==> src/rtl/matvec_mac_engine.sv <==
// Purpose: unsigned DEPTHxDEPTH matrix times DEPTH vector, one column of MACs per cycle (optional MATVEC_MAC_SAT_EN clamps accumulators).
// Latency: done pulses DEPTH+1 cycles after the cycle that samples the mult_valid rising edge; busy is high for DEPTH cycles.
// Backpressure: none; a start seen while busy or in the done cycle is dropped, and a held mult_valid level never retriggers.
module matvec_mac_engine #(
    parameter int DEPTH      = 8,
    parameter int DATA_WIDTH = 8,
    parameter int ACC_WIDTH  = 16
) (
    input  logic                  clk,
    input  logic                  rst,
    input  logic [DATA_WIDTH-1:0] a_matrix [0:DEPTH-1][0:DEPTH-1],
    input  logic [DATA_WIDTH-1:0] b_vector [0:DEPTH-1],
    input  logic                  mult_valid,
    output logic [ACC_WIDTH-1:0]  result   [0:DEPTH-1],
    output logic                  busy,
    output logic                  done
);

    localparam int KW = (DEPTH > 1) ? $clog2(DEPTH) : 1;

    localparam logic [1:0] IDLE = 2'd0;
    localparam logic [1:0] MAC  = 2'd1;
    localparam logic [1:0] DONE = 2'd2;

    logic [1:0]            state;
    logic [KW-1:0]         k;
    logic                  mv_q;
    logic                  start;
    logic                  last_col;

    logic [DATA_WIDTH-1:0] a_q      [0:DEPTH-1][0:DEPTH-1];
    logic [DATA_WIDTH-1:0] b_q      [0:DEPTH-1];
    logic [ACC_WIDTH-1:0]  acc      [0:DEPTH-1];
    logic [ACC_WIDTH-1:0]  acc_next [0:DEPTH-1];
    logic [2*DATA_WIDTH-1:0] prod   [0:DEPTH-1];
`ifdef MATVEC_MAC_SAT_EN
    logic [ACC_WIDTH:0]    sum      [0:DEPTH-1];
`endif

    assign start    = mult_valid & ~mv_q;
    assign last_col = (k == KW'(DEPTH - 1));
    assign busy     = (state == MAC);
    assign done     = (state == DONE);

    // Column-k products for every row, added to the running sums (wrap or clamp).
    always_comb begin
        for (int i = 0; i < DEPTH; i++) begin
            prod[i] = (2*DATA_WIDTH)'(a_q[i][k]) * (2*DATA_WIDTH)'(b_q[k]);
`ifdef MATVEC_MAC_SAT_EN
            // Extra carry bit detects overflow; once clamped, further adds keep it clamped.
            sum[i]      = {1'b0, acc[i]} + {1'b0, ACC_WIDTH'(prod[i])};
            acc_next[i] = sum[i][ACC_WIDTH] ? {ACC_WIDTH{1'b1}} : sum[i][ACC_WIDTH-1:0];
`else
            acc_next[i] = acc[i] + ACC_WIDTH'(prod[i]);
`endif
        end
    end

    // Control: edge detect on mult_valid, state sequencing and column counter.
    always_ff @(posedge clk or posedge rst) begin
        if (rst) begin
            state <= IDLE;
            k     <= '0;
            mv_q  <= 1'b0;
        end else begin
            mv_q <= mult_valid;
            case (state)
                IDLE: begin
                    if (start) begin
                        state <= MAC;
                        k     <= '0;
                    end
                end
                MAC: begin
                    if (last_col) begin
                        state <= DONE;
                        k     <= '0;
                    end else begin
                        k <= k + KW'(1);
                    end
                end
                DONE:    state <= IDLE;
                default: state <= IDLE;
            endcase
        end
    end

    // Datapath: snapshot operands on start, accumulate in MAC, publish result on the last column.
    always_ff @(posedge clk or posedge rst) begin
        if (rst) begin
            for (int i = 0; i < DEPTH; i++) begin
                for (int j = 0; j < DEPTH; j++) begin
                    a_q[i][j] <= '0;
                end
                b_q[i]    <= '0;
                acc[i]    <= '0;
                result[i] <= '0;
            end
        end else if (state == IDLE && start) begin
            for (int i = 0; i < DEPTH; i++) begin
                for (int j = 0; j < DEPTH; j++) begin
                    a_q[i][j] <= a_matrix[i][j];
                end
                b_q[i] <= b_vector[i];
                acc[i] <= '0;
            end
        end else if (state == MAC) begin
            for (int i = 0; i < DEPTH; i++) begin
                acc[i] <= acc_next[i];
                if (last_col) begin
                    result[i] <= acc_next[i];
                end
            end
        end
    end

endmodule
==> config.mk <==
export PLATFORM = sky130hd
export DESIGN_NAME = matvec_mac_engine
export DESIGN_NICKNAME = d
export VERILOG_FILES = /design/src/rtl/matvec_mac_engine.sv
export SDC_FILE = /design/constraint.sdc
export NUM_CORES = 2
export LEC_CHECK = 0
export ABC_AREA = 1
export CAP_MARGIN = 5
export CORE_UTILIZATION = 35
export CTS_BUF_LIST = sky130_fd_sc_hd__clkbuf_8
export CTS_CLUSTER_SIZE = 30
export DETAILED_ROUTE_END_ITERATION = 10
export GPL_TIMING_DRIVEN = 1
export HOLD_SLACK_MARGIN = 0.1
export SLEW_MARGIN = 10
export SYNTH_ARGS = -nofsm -noshare
export SYNTH_HDL_FRONTEND = slang
export SYNTH_SLANG_ARGS = --single-unit
==> constraint.sdc <==
create_clock -name clk -period 32.5 [get_ports clk]
set_input_delay 6.5 -clock clk [delete_from_list [all_inputs] [get_ports clk]]
set_output_delay 6.5 -clock clk [all_outputs]
set_load 0.1 [all_outputs]
* Yosys cells after proc, flatten, opt, wreduce, memory -nomap -nowiden
Cells that the tools add are included.
Storage, ports and cells: latch bits 0, logic and storage cells 160, memory bits (writable) 0, bits in registers 838, output and inout port bits 130, memories 0, memory bits (read-only) 0
Operators by class: equal/unequal tests 5, muxes and demuxes 35, shift operators 0, reduce and logical (&&, ||, !) cells 7, multipliers 8, $add $sub $neg 9, order comparisons 1, bitwise logic cells 4, divide/modulo/power cells 0
Operators by type and width (number):
- $mux 128 | 2
- $bmux 8 s3 | 9
- $mux 8 | 18
- $add 16x16->16 | 8
- $mul 8x8->16 | 8
- $mux 3 | 2
- $pmux 3 s2 | 1
- $ge 4x4->1 const B | 1
- $mux 2 | 2
- $not 3->4 | 1
- $pmux 2 s2 | 1
- $reduce_and 2->1 | 2
- $reduce_bool 2->1 | 2
- $add 3x1->3 const B | 1
- $eq 3x3->1 const B | 1
- $reduce_and 3->1 | 1
- $eq 2x1->1 const B | 1
- $eq 2x2->1 const B | 1
- $logic_not 2->1 | 1
- $ne 2x1->1 const B | 1
- $ne 2x2->1 const B | 1
- $not 1->1 | 2
- $and 1x1->1 | 1
- $logic_and 1x1->1 | 1

* Longest topological paths before layout
word-level depth 8, depth in mapped cells 31

* Worst setup path after synthesis
OpenSTA, ideal clock, no wires.
path kind register to output, start point register state[1], end point output busy, required time 26000 ps, stages on the path, launching flop included 5, setup slack 24259 ps, path buffers 1, arrival time 1741 ps, path through dfrtp_1 -> inv_1 -> nand2_1 -> inv_2 -> buf_1
On the way: cells in the longest elaborated chain, start to end 1
Ends and longest elaborated chain:
- from (decl) | line 25 | logic [1:0] state;
- from (signal assigned) | line 62 | state <= IDLE;
- from (signal assigned) | line 70 | state <= MAC;
- from (signal assigned) | line 76 | state <= DONE;
- $eq 2x1->1 | line 42 | assign busy = (state == MAC);
- to (decl) | line 15 | output logic busy,
No other way between the ends.

* Worst setup path after layout
Ends and elaborated chain as after synthesis.

==> impl_metrics.py <==
metrics = {
    "layout": {
        "area.sequential_mm2": 0.0210,
        "multi_input_area_mm2": 0.0305,
        "layout_common_cells": "sky130_fd_sc_hd__nand2_1 (2751), sky130_fd_sc_hd__inv_1 (1253), sky130_fd_sc_hd__dfrtp_1 (836)",
        "final_layout_size_suffix_gt1_frac": 0.0478,
        "areaGrowthSynthToFinish_pct": 21.4,
        "commonest_non_fill_non_tap_cell_in_the_layout": "sky130_fd_sc_hd__nand2_1",
        "fillCellCount": 16700,
        "finalNetCount": 9466,
    },
    "yosys": {
        "ys_types": 29,
        "yosysWarningCount": 0,
        "synth_area_per_cell_um2": 7.57,
        "gate_count_post_synth": 7620,
        "ys_async_rst_share": 1.00,
        "postSynth.topFlopCell": "sky130_fd_sc_hd__dfrtp_1",
        "flip_flop_and_latch_count_after_synthesis": 838,
        "syn-cell-area_mm2": 0.0577,
        "number_of_flops_mapped_to_enable_cells_by_yosys": 0,
        "synth_nets": 8881,
        "synth_sequential_area_ratio": 0.363,
    },
    "critical_path": {
        "cp-start-kind": "flip-flop",
        "reg2reg_setup_slack_ns": 24.52,
        "cp.required_ns": 26.00,
        "cp_capture_type": "primary output",
        "worst_path_largest_cell_delay_ns": 1.20,
        "cp_num_buf_inv": 3,
        "series_of_cell_instances_along_the_critical_path": "inv_1 > nand2_4 > inv_2 > clkdlybuf4s50_1",
        "critical_path.slowest_cell": "sky130_fd_sc_hd__clkdlybuf4s50_1",
        "timing.setup.critical_path_class": "flip-flop to primary output",
        "cp_max_fo": 42,
        "worst-endpoint-arrival_ns": 3.39,
        "cp_top_family": "buffers and inverters",
    },
    "drt": {
        "drt_first_pass_iters": 6,
        "detailroute.via_count": 51395,
        "drcViolationCount": 0,
        "drt-wirelength-per-cell_um": 20.5,
        "routed_via_density": 4.87,
        "drt.antenna.violating_nets": 0,
        "postRouteWirelength_mm": 216,
        "initialDrtViolationCount": 4280,
    },
    "timing": {
        "totalNegativeSetupSlack_ns": 0,
        "slew_violations": 0,
        "final_period_minus_worst_setup_slack_ns": 9.89,
        "max_slew.worst_pin.slew_ns": 1.11,
        "final_hold_viol_count": 0,
        "unrepaired_setup_endpoints_after_global_routing": "no",
        "skew_ns": 0.0814,
        "max_clock_freq_mhz": 101,
        "timing.max_slew.rel_slack": 0.260,
        "timing.final.setup_violations": 0,
        "fin_crit_sh": 0.304,
    },
    "clock_network": {
        "post_cts_resized": 0,
        "clk-insertion-delay-late_ns": 0.96,
        "clock_transition_at_the_registers_of_the_reported_paths_ns": 0.06,
        "post_cts_hold_buffer_count": 0,
        "htree_num_levels": 4,
        "clock-root-buffer": "sky130_fd_sc_hd__clkbuf_8",
        "cts_buffer_depth": 3,
        "cts_num_sinks": 838,
        "postCtsSetupRepairBufs": 0,
        "tritoncts.num_buffers": 159,
        "tritoncts": "yes",
    },
    "floorplan": {
        "dieHeight_um": 408,
        "fp.dieW_um": 408,
        "num_io_pins": 709,
        "initial_utilization": 0.354,
        "fp.dieArea_mm2": 0.166,
        "core_region_area_mm2": 0.163,
        "floorplan.rows": 148,
    },
    "global_routing": {
        "grt_max_degree": 214,
        "grt_overflow_total": 0,
        "grt_use_total": 0.259,
        "initial_antenna_violation_count": 67,
        "wire_length_of_the_first_global_routing_pass_mm": 326,
        "grt_pass1_vias": 52697,
    },
    "place": {
        "detailedPlacementHpwl_mm": 158,
        "numPortBuffers": 708,
        "globalplace.congestion": 0.902,
    },
    "status": {
        "run_status": "finished, final reports clean",
    },
    "flow_run": {
        "cap_viol_max_count": 0,
    },
    "min_path": {
        "timing.hold.worst.class": "flip-flop to flip-flop",
    },
}
routing by layer:
| metal | global-route usage | routed length [µm] |
|---|---|---|
| met1 | 0.345 | 93200 |
| met2 | 0.408 | 98700 |
| met3 | 0.0542 | 15300 |
| met4 | 0.107 | 8080 |
| met5 | 0 | 371 |
through the flow:
step	instances	worst slack [ns]	cell area, µm²	hold WS [ns]	util
finish	10544	22.61	70100	0.470	0.429
global route	10539	22.47	70000	0.485	0.429
CTS	10509	22.47	70000	0.475	0.429
detailed placement	10219	21.76	66500	0.460	0.407
global placement	10219	21.82	66500	0.456	0.407
floorplan	7620	2.46	57700	0.444	-
worst register-to-register path, stage by stage (launching register included):
cell                      delay, ns
sky130_fd_sc_hd__dfrtp_4       0.66
sky130_fd_sc_hd__inv_8         0.48
sky130_fd_sc_hd__buf_4         0.66
sky130_fd_sc_hd__buf_4         0.75
sky130_fd_sc_hd__nor2_1        0.11
sky130_fd_sc_hd__o21ai_1       0.15
sky130_fd_sc_hd__inv_1         0.08
sky130_fd_sc_hd__o21ai_4       0.11
sky130_fd_sc_hd__buf_4         0.70
sky130_fd_sc_hd__inv_2         0.54
sky130_fd_sc_hd__nor2_1        0.29
sky130_fd_sc_hd__fa_1          0.48
sky130_fd_sc_hd__fa_1          0.52
sky130_fd_sc_hd__inv_1         0.05
sky130_fd_sc_hd__fa_1          0.49
sky130_fd_sc_hd__fa_1          0.51
sky130_fd_sc_hd__inv_1         0.05
sky130_fd_sc_hd__ha_1          0.33
sky130_fd_sc_hd__nand2_1       0.08
sky130_fd_sc_hd__nand2_1       0.08
sky130_fd_sc_hd__a21oi_1       0.14
sky130_fd_sc_hd__nand2_1       0.08
sky130_fd_sc_hd__xnor2_1       0.34
sky130_fd_sc_hd__o21ai_0       0.15
cell usage after synthesis (all sizes together), types with 8 or more instances:
master	number	area [µm²]
nand3b	8	60.1
nand4	32	200
ha	282	3530
nand3	159	796
nor2	698	2620
o22ai	96	601
nand2	2753	10300
xnor2	37	324
o21ai	640	3470
inv	1240	4660
a21oi	90	450
fa	400	8010
clkbuf	224	842
xor2	9	78.8
buf	111	734
dfrtp	838	21000
flip-flops by register name, indices dropped and copies added (netlist names):
name    cells
state       2
result    128
acc       128
b_q        64
k           3
a_q       512
mv_q        1
kinds of logic after synthesis:
group           synth area share
simple gates               0.243
compound gates            0.0784
xor+xnor                 0.00698
flops                      0.363
fa+ha+maj                  0.200
buf+inv                    0.108
area by class of cell:
cell class,count,area share
antenna,35,0.00125
clock buffer,205,0.0403
clock inverter,85,0.00989
inverter,1241,0.0671
multi-input combinational,5206,0.436
sequential,838,0.299
tap,2175,0.0388
timing repair buffer,759,0.107
final timing paths:
path / startpoint / end / cells past startpoint
max: state[1] / busy / 4
min: a_q[117] / a_q[117] / 2
max reg2reg: k[0] / acc[122] / 23
min reg2reg: a_q[117] / a_q[117] / 2
max in group asynchronous: rst / k[0] / 5
min in group asynchronous: rst / result[9] / 2
Power is left out: the tool's default activity adds up to more than one toggle a clock period on the data nets, which glitch-free logic cannot reach.
